`config.mk`:
```
export PLATFORM = sky130hd
export DESIGN_NAME = inst_fetch
export DESIGN_NICKNAME = d
export VERILOG_FILES = /design/src/rtl/inst_fetch.sv
export SDC_FILE = /design/constraint.sdc
export NUM_CORES = 1
export LEC_CHECK = 0
export ABC_CLOCK_PERIOD_IN_PS = 2200
export BUFFER_PORTS_ARGS = -buffer_cell sky130_fd_sc_hd__buf_2
export CAP_MARGIN = 20
export CORE_UTILIZATION = 29
export CTS_BUF_LIST = sky130_fd_sc_hd__clkbuf_8
export DETAILED_ROUTE_END_ITERATION = 8
export PLACE_DENSITY = 0.56
export SLEW_MARGIN = 0
export SYNTH_ARGS = -nofsm -noshare
export SYNTH_HDL_FRONTEND = slang
export SYNTH_SLANG_ARGS = --single-unit
```
`constraint.sdc`:
```
create_clock -name clk -period 2.2 [get_ports clk]
set_input_delay 0.22 -clock clk [delete_from_list [all_inputs] [get_ports clk]]
set_output_delay 0.22 -clock clk [all_outputs]
set_load 0.01 [all_outputs]
```
`src/rtl/inst_fetch.sv`:
```
// Instruction fetch unit: one outstanding request to instruction memory,
// holds the returned word until the core consumes it or flushes it.
module inst_fetch #(
    parameter logic [31:0] RESET_INST = 32'h00000013
) (
    input  logic        clk,
    input  logic        rst,
    input  logic [31:0] pc,
    input  logic        fetch_en,
    input  logic        flush,
    output logic        imem_req_valid,
    input  logic        imem_req_ready,
    output logic [31:0] imem_req_addr,
    input  logic        imem_rsp_valid,
    output logic        imem_rsp_ready,
    input  logic [31:0] imem_rsp_data,
    input  logic        imem_rsp_err,
    output logic [31:0] inst,
    output logic [31:0] inst_pc,
    output logic        inst_valid,
    input  logic        inst_ready,
    output logic        fetch_fault,
    output logic [31:0] fetch_cnt
);

    typedef enum logic [2:0] {
        IDLE  = 3'd0,
        REQ   = 3'd1,
        WAIT  = 3'd2,
        HOLD  = 3'd3,
        DRAIN = 3'd4
    } state_t;

    state_t      state;
    state_t      state_nxt;
    logic [31:0] addr;
    logic        flush_pending;
    logic [31:0] inst_q;
    logic [31:0] inst_pc_q;
    logic        fault_q;
    logic [31:0] cnt_q;

    logic        load_addr;
    logic        load_miss;
    logic        load_rsp;
    logic        set_fp;
    logic        clr_fp;
    logic        inc_cnt;

    always_ff @(posedge clk) begin
        if (rst) begin
            state <= IDLE;
        end else begin
            state <= state_nxt;
        end
    end

    always_comb begin
        state_nxt      = state;
        imem_req_valid = 1'b0;
        imem_rsp_ready = 1'b0;
        inst_valid     = 1'b0;
        load_addr      = 1'b0;
        load_miss      = 1'b0;
        load_rsp       = 1'b0;
        set_fp         = 1'b0;
        clr_fp         = 1'b0;
        inc_cnt        = 1'b0;
        unique case (state)
            IDLE: begin
                if (fetch_en && !flush) begin
                    if (pc[1:0] == 2'b00) begin
                        load_addr = 1'b1;
                        state_nxt = REQ;
                    end else begin
                        load_miss = 1'b1;
                        state_nxt = HOLD;
                    end
                end
            end
            REQ: begin
                // The request must stay up once raised; a flush only
                // redirects where the eventual response goes.
                imem_req_valid = 1'b1;
                if (imem_req_ready) begin
                    clr_fp    = 1'b1;
                    state_nxt = (flush || flush_pending) ? DRAIN : WAIT;
                end else if (flush) begin
                    set_fp = 1'b1;
                end
            end
            WAIT: begin
                imem_rsp_ready = 1'b1;
                if (flush) begin
                    state_nxt = imem_rsp_valid ? IDLE : DRAIN;
                end else if (imem_rsp_valid) begin
                    load_rsp  = 1'b1;
                    state_nxt = HOLD;
                end
            end
            DRAIN: begin
                imem_rsp_ready = 1'b1;
                if (imem_rsp_valid) begin
                    state_nxt = IDLE;
                end
            end
            HOLD: begin
                inst_valid = 1'b1;
                if (flush) begin
                    state_nxt = IDLE;
                end else if (inst_ready) begin
                    inc_cnt   = 1'b1;
                    state_nxt = IDLE;
                end
            end
            default: begin
                state_nxt = IDLE;
            end
        endcase
    end

    always_ff @(posedge clk) begin
        if (rst) begin
            addr          <= 32'h0;
            flush_pending <= 1'b0;
            inst_q        <= RESET_INST;
            inst_pc_q     <= 32'h0;
            fault_q       <= 1'b0;
            cnt_q         <= 32'h0;
        end else begin
            if (load_addr) begin
                addr <= pc;
            end
            if (clr_fp) begin
                flush_pending <= 1'b0;
            end else if (set_fp) begin
                flush_pending <= 1'b1;
            end
            if (load_miss) begin
                inst_q    <= RESET_INST;
                inst_pc_q <= pc;
                fault_q   <= 1'b1;
            end else if (load_rsp) begin
                inst_q    <= imem_rsp_data;
                inst_pc_q <= addr;
                fault_q   <= imem_rsp_err;
            end
            if (inc_cnt) begin
                cnt_q <= cnt_q + 32'd1;
            end
        end
    end

    assign imem_req_addr = addr;
    assign inst          = inst_valid ? inst_q : RESET_INST;
    assign inst_pc       = inst_pc_q;
    assign fetch_fault   = fault_q;
    assign fetch_cnt     = cnt_q;

endmodule

```
# After elaboration in Yosys (flattened, before gate mapping)
# Cells that the tools add are included.
# totals
word_cells	63
ff_bits	133
# classes
muxes	36
reduce_logical	10
eq_ne	9
addsub	1
# ops
op	count
32-bit two-way mux	3
32-bit by 1-bit adder with 32-bit output, second input constant	1
3-bit two-way mux	9
1-bit two-way mux	22
3-bit case mux with 5 select lines	1
3-bit by 2-bit equality test with 1-bit output, second input constant	2
2-bit != test, second input constant	3
3-bit != test, second input constant	2
2-bit OR reduction	3
5-bit AND reduction	1
3-bit by 1-bit equality test with 1-bit output, second input constant	1
3-bit equality test, second input constant	1
3-bit zero test	1
2-bit zero test	1
2-bit two-way mux	1
2-bit nonzero test	1
1-bit logical AND	1
1-bit zero test	1
1-bit logical OR	1

# Depth between registers and ports, before layout
# depth
ltp_word	5
ltp_mapped	7
mapped_depth_nobuf	5

# Least setup slack after synthesis
# OpenSTA, ideal clock, no wires.
# synth_timing
path_type	reg-to-reg
startpoint	register cnt_q[5], in the netlist fetch_cnt[5]
endpoint	register cnt_q[29], in the netlist fetch_cnt[29]
n_path_buf	1
path_stages_with_launch	6
slack_ns	0.262
setup_time_ns	0.123
period_less_slack_ns	1.938
t_arrival_ns	1.814
t_required_ns	2.077
cell_sequence	dfxtp_1 > nand3_2 > or4_4 > buf_6 > nor4_1 > mux2_1
# synth_between
elab_chain_cells	1
# synth_lines
item	line_no	source
start: declaration	41	logic [31:0] cnt_q;
start signal: assignment	149	cnt_q <= cnt_q + 32'd1;
32-bit by 1-bit adder with 32-bit output	149	
# Every way passes these cells.
# A chain may end at the register's enable or synchronous reset.

# Worst setup path in the final report
# layout_timing
startpoint	register state[1]
endpoint	output port inst[16]
# layout_between
elab_chain_cells	3
# layout_lines
item	line_no	source
start: declaration	34	state_t state;
start signal: assignment	54	state <= state_nxt;
3-bit by 2-bit equality test with 1-bit output	69	unique case (state)
1-bit two-way mux	69	
32-bit two-way mux	155	assign inst = inst_valid ? inst_q : RESET_INST;
end: declaration	18	output logic [31:0] inst,
# Every way passes these cells.

==> summary.json <==
{
  "syn_avg_cell_area_um2": 7.94,
  "syn-cell-area_um2": 5710,
  "max-clock-path-buffers": 2,
  "timing.critical_path.max_delay_family": "buffers and inverters",
  "hold_path.class": "primary input to flip-flop",
  "post_synth_mux_area_share_pct": 0.920,
  "areaGrowthSynthToFinish_pct": 38.0,
  "first_iter_violations": 199,
  "grt_use_total_pct": 16.8,
  "worstPathRequired_ns": 1.98,
  "start_util_pct": 30.0,
  "fp.coreArea_um2": 19000,
  "die-height_um": 142,
  "gpl.final_weighted_congestion": 0.759,
  "yosys.area_share.adder_pct": 0.219,
  "rsz0062_at_grt": "no",
  "ys_ff_latch": 133,
  "placement.io_buffers": 203,
  "clkLatencyLatePin_ns": 0.43,
  "yosys.area_share.simple_pct": 30.3,
  "dominant_combinational_cell_family_by_area_after_synthesis": "simple AND/OR/NAND/NOR gates",
  "synth_enable_flop_cells": 0,
  "setup-violations-final": 0,
  "fin_area_um2": 7890,
  "vias": 5809,
  "power.leakage_uw": 0.00325,
  "ant_nets": 0,
  "avgRoutedWirePerCell_um": 13.9,
  "power_uw": 5970,
  "critical_path_class": "flip-flop to primary output",
  "synth-xor-area-share_pct": 1.38,
  "synth_compound_area_share_pct": 16.1,
  "drc_errors": 0,
  "ir_worst_vdd_uv": 402,
  "die_area_um2": 20300,
  "yosys.cell_types.count": 48,
  "pwr-share-comb_pct": 22.1,
  "htree_levels": 4,
  "ys.warnings.count": 0,
  "fmax_mhz": 491,
  "hold_violations": 0,
  "cellInternalPower_uw": 4150,
  "first_global_vias": 5340,
  "placementRows": 50,
  "dpl.hpwl_um": 11200,
  "cp_num_buf_inv": 4,
  "synth_ff_type": "dfxtp_1",
  "multiInputGateArea_um2": 2810,
  "number_of_antenna_violations_at_the_first_check_in_global_routing": 1,
  "floorplan.die.width_um": 142,
  "synth_cells": 720,
  "post-route-min-period_ns": 2.04,
  "cp_slowest_cell": "dfxtp_1",
  "fillerInstances": 2000,
  "final_core_util_pct": 41.5,
  "reg_clk_slew_reported_paths_ns": 0.08,
  "final_nets": 1029,
  "maxSlewViolCount": 0,
  "max_slew_margin_pct": 61.8,
  "final_layout_size_suffix_gt1_share_pct": 27.6,
  "ys_seq_area_share_pct": 46.6,
  "grt_max_degree": 51,
  "worstPathCellList": "buf_4, nand3b_1, inv_1, buf_8, and2_1, buf_2",
  "drt_pass1_iterations": 4,
  "cts.root.buffer_cell": "clkbuf_8",
  "worst_clock_skew_ns": 0.0135,
  "worst-slew-pin-transition_ns": 0.571,
  "synth.net_count": 793,
  "via_per_inst": 4.73,
  "cts_tree": "built",
  "setup_tns_ns": 0,
  "total_grt_overflow": 0,
  "slowest_delay_ns": 0.38,
  "grt_first_pass_wirelength_um": 27000,
  "routed_wl_um": 17100,
  "status": "finished, final reports clean",
  "total_area_of_sequential_cells_um2": 2660,
  "layout_worst_path_cycle_share_pct": 92.6,
  "arrival_ns": 1.82,
  "tritoncts.num_buffers": 17,
  "synth-async-reset-ratio_pct": 0,
  "net-switching-power_uw": 1820,
  "critical_path.max_fanout": 36,
  "crit_path_start_kind": "flip-flop",
  "power.switching_fraction_pct": 30.5,
  "p_seq_share_pct": 45.2,
  "power_per_cell_area_nw_per_um2": 758,
  "end_kind": "primary output",
  "clock_power_share_pct": 32.8,
  "cts.sink_count": 133,
  "pin_count": 204,
  "fin_worst_hold_slack_ns": 0.0352,
  "max_cap_viol_count": 0,
  "placedInstanceArea_um2": 7060
}
## cell families (layout without fill, tap and decap cells)
logic type | after synthesis | after routing
adder cells (fa/ha/maj) | 1 | 1
other | 0 | 1
AO/OA/AOI/OAI | 149 | 149
flip-flops | 133 | 133
XOR/XNOR | 9 | 9
buffers and inverters | 57 | 304
multiplexers | 5 | 5
AND/OR/NAND/NOR | 366 | 366
## cells in the mapped netlist (2+ instances only)
cell type  count  area share, %
and2_1        31            3.4
nor2b_1        5           0.55
buf_2          5           0.44
or4_1         15            2.0
a211oi_1       4           0.53
nand2b_1       7           0.77
mux2_1         2           0.39
nand3b_1       2           0.26
inv_1          2           0.13
or3_1          8           0.88
dfxtp_1      133             47
nor4_1         4           0.44
a21oi_1       84            7.4
and4_1         2           0.31
nor3b_1        4           0.53
nand3_1       13            1.1
nor2_1        49            3.2
clkbuf_1      35            2.3
o21ai_0       12            1.1
xnor2_1        4           0.61
nand2_1      199             13
o31ai_1       13            1.7
xor2_1         5           0.77
nand4_1       11            1.2
or2_2          3           0.33
buf_1         10           0.66
buf_6          3           0.59
and3_1         4           0.44
mux2i_1        3           0.53
a311oi_1      30            4.6
## worst min-delay path, stage by stage
cell,delay [ns]
buf_2,0.10
nand2_1,0.05
a21oi_1,0.05
## flip-flops by register name, indices dropped and copies added, names as in the netlist
| register | cells |
|---|---|
| flush_pending | 1 |
| fetch_cnt | 32 |
| inst_pc | 32 |
| imem_req_addr | 32 |
| inst_q | 32 |
| state | 3 |
| fetch_fault | 1 |
## stage by stage
step / instances / worst slack [ns]
after global placement: 1152 / 0.276
after floorplan: 720 / 0.262
final: 1228 / 0.164
after CTS: 1227 / 0.00280
after detailed placement: 1152 / 0.216
after global routing: 1227 / 0.0132
## cell type report
type | count | share of cell area [%]
multi-input cells | 530 | 35.6
flip-flops and latches | 133 | 33.8
repair buffers | 272 | 21.8
well taps | 260 | 4.13
clock buffers | 18 | 3.14
clock inverters | 12 | 1.48
inverters | 2 | 0.0952
diodes | 1 | 0.0317
## layout by cell type (no fill, tap or decap), types with 5 or more instances in the layout
cell type / instances
or4_1: 15
buf_12: 5
dlygate4sd3_1: 45
xor2_1: 5
nand2_1: 199
nor2b_1: 5
buf_2: 202
clkbuf_8: 18
a311oi_1: 30
nand2b_1: 7
nor2_1: 49
dfxtp_1: 133
o21ai_0: 12
and2_1: 31
or3_1: 8
o31ai_1: 13
nand3_1: 12
clkinv_2: 5
buf_4: 19
nand4_1: 11
a21oi_1: 84
## repair_timing
| item | 4_1_cts | 5_1_grt |
|---|---|---|
| setup buffers | 0 | 0 |
| hold buffers | 45 | 0 |
| gates resized for setup | 0 | 2 |
| endpoints found under the hold margin | 45 | 0 |
| setup endpoints to repair | 0 | 31 |
## worst paths after layout
path | cells after the start | to | slack, ns | from
hold / removal | 3 | imem_req_addr[11]$_SDFFE_PP0P_ | 0.04 | pc[11]
setup / recovery | 6 | inst[16] | 0.16 | state[1]$_SDFFE_PP0P_
hold reg to reg | 2 | inst_q[17]$_SDFFE_PP0P_ | 0.45 | inst_q[17]$_SDFFE_PP0P_
setup reg to reg | 4 | fetch_cnt[31]$_SDFFE_PP0P_ | 0.24 | fetch_cnt[6]$_SDFFE_PP0P_
## per-layer routing
layer / vias up / part of all wire [%] / global-route usage, %
met5: - / 0 / 0
met4: 0 / 0.83 / 4.70
met3: 7 / 6.8 / 5.89
met2: 168 / 45 / 27.3
met1: 2680 / 47 / 20.9
li1: 2954 / - / -
## power groups by stage
stage	clock [uW]	sequential (uW)	combinational, uW
floorplan	0	2800	700
global placement	0	2750	1260
detailed placement	0	2750	1260
CTS	2050	2700	1330
global route	2130	2720	1460
finish	1960	2700	1320
Note: power is estimated with default switching activity, not from simulation.
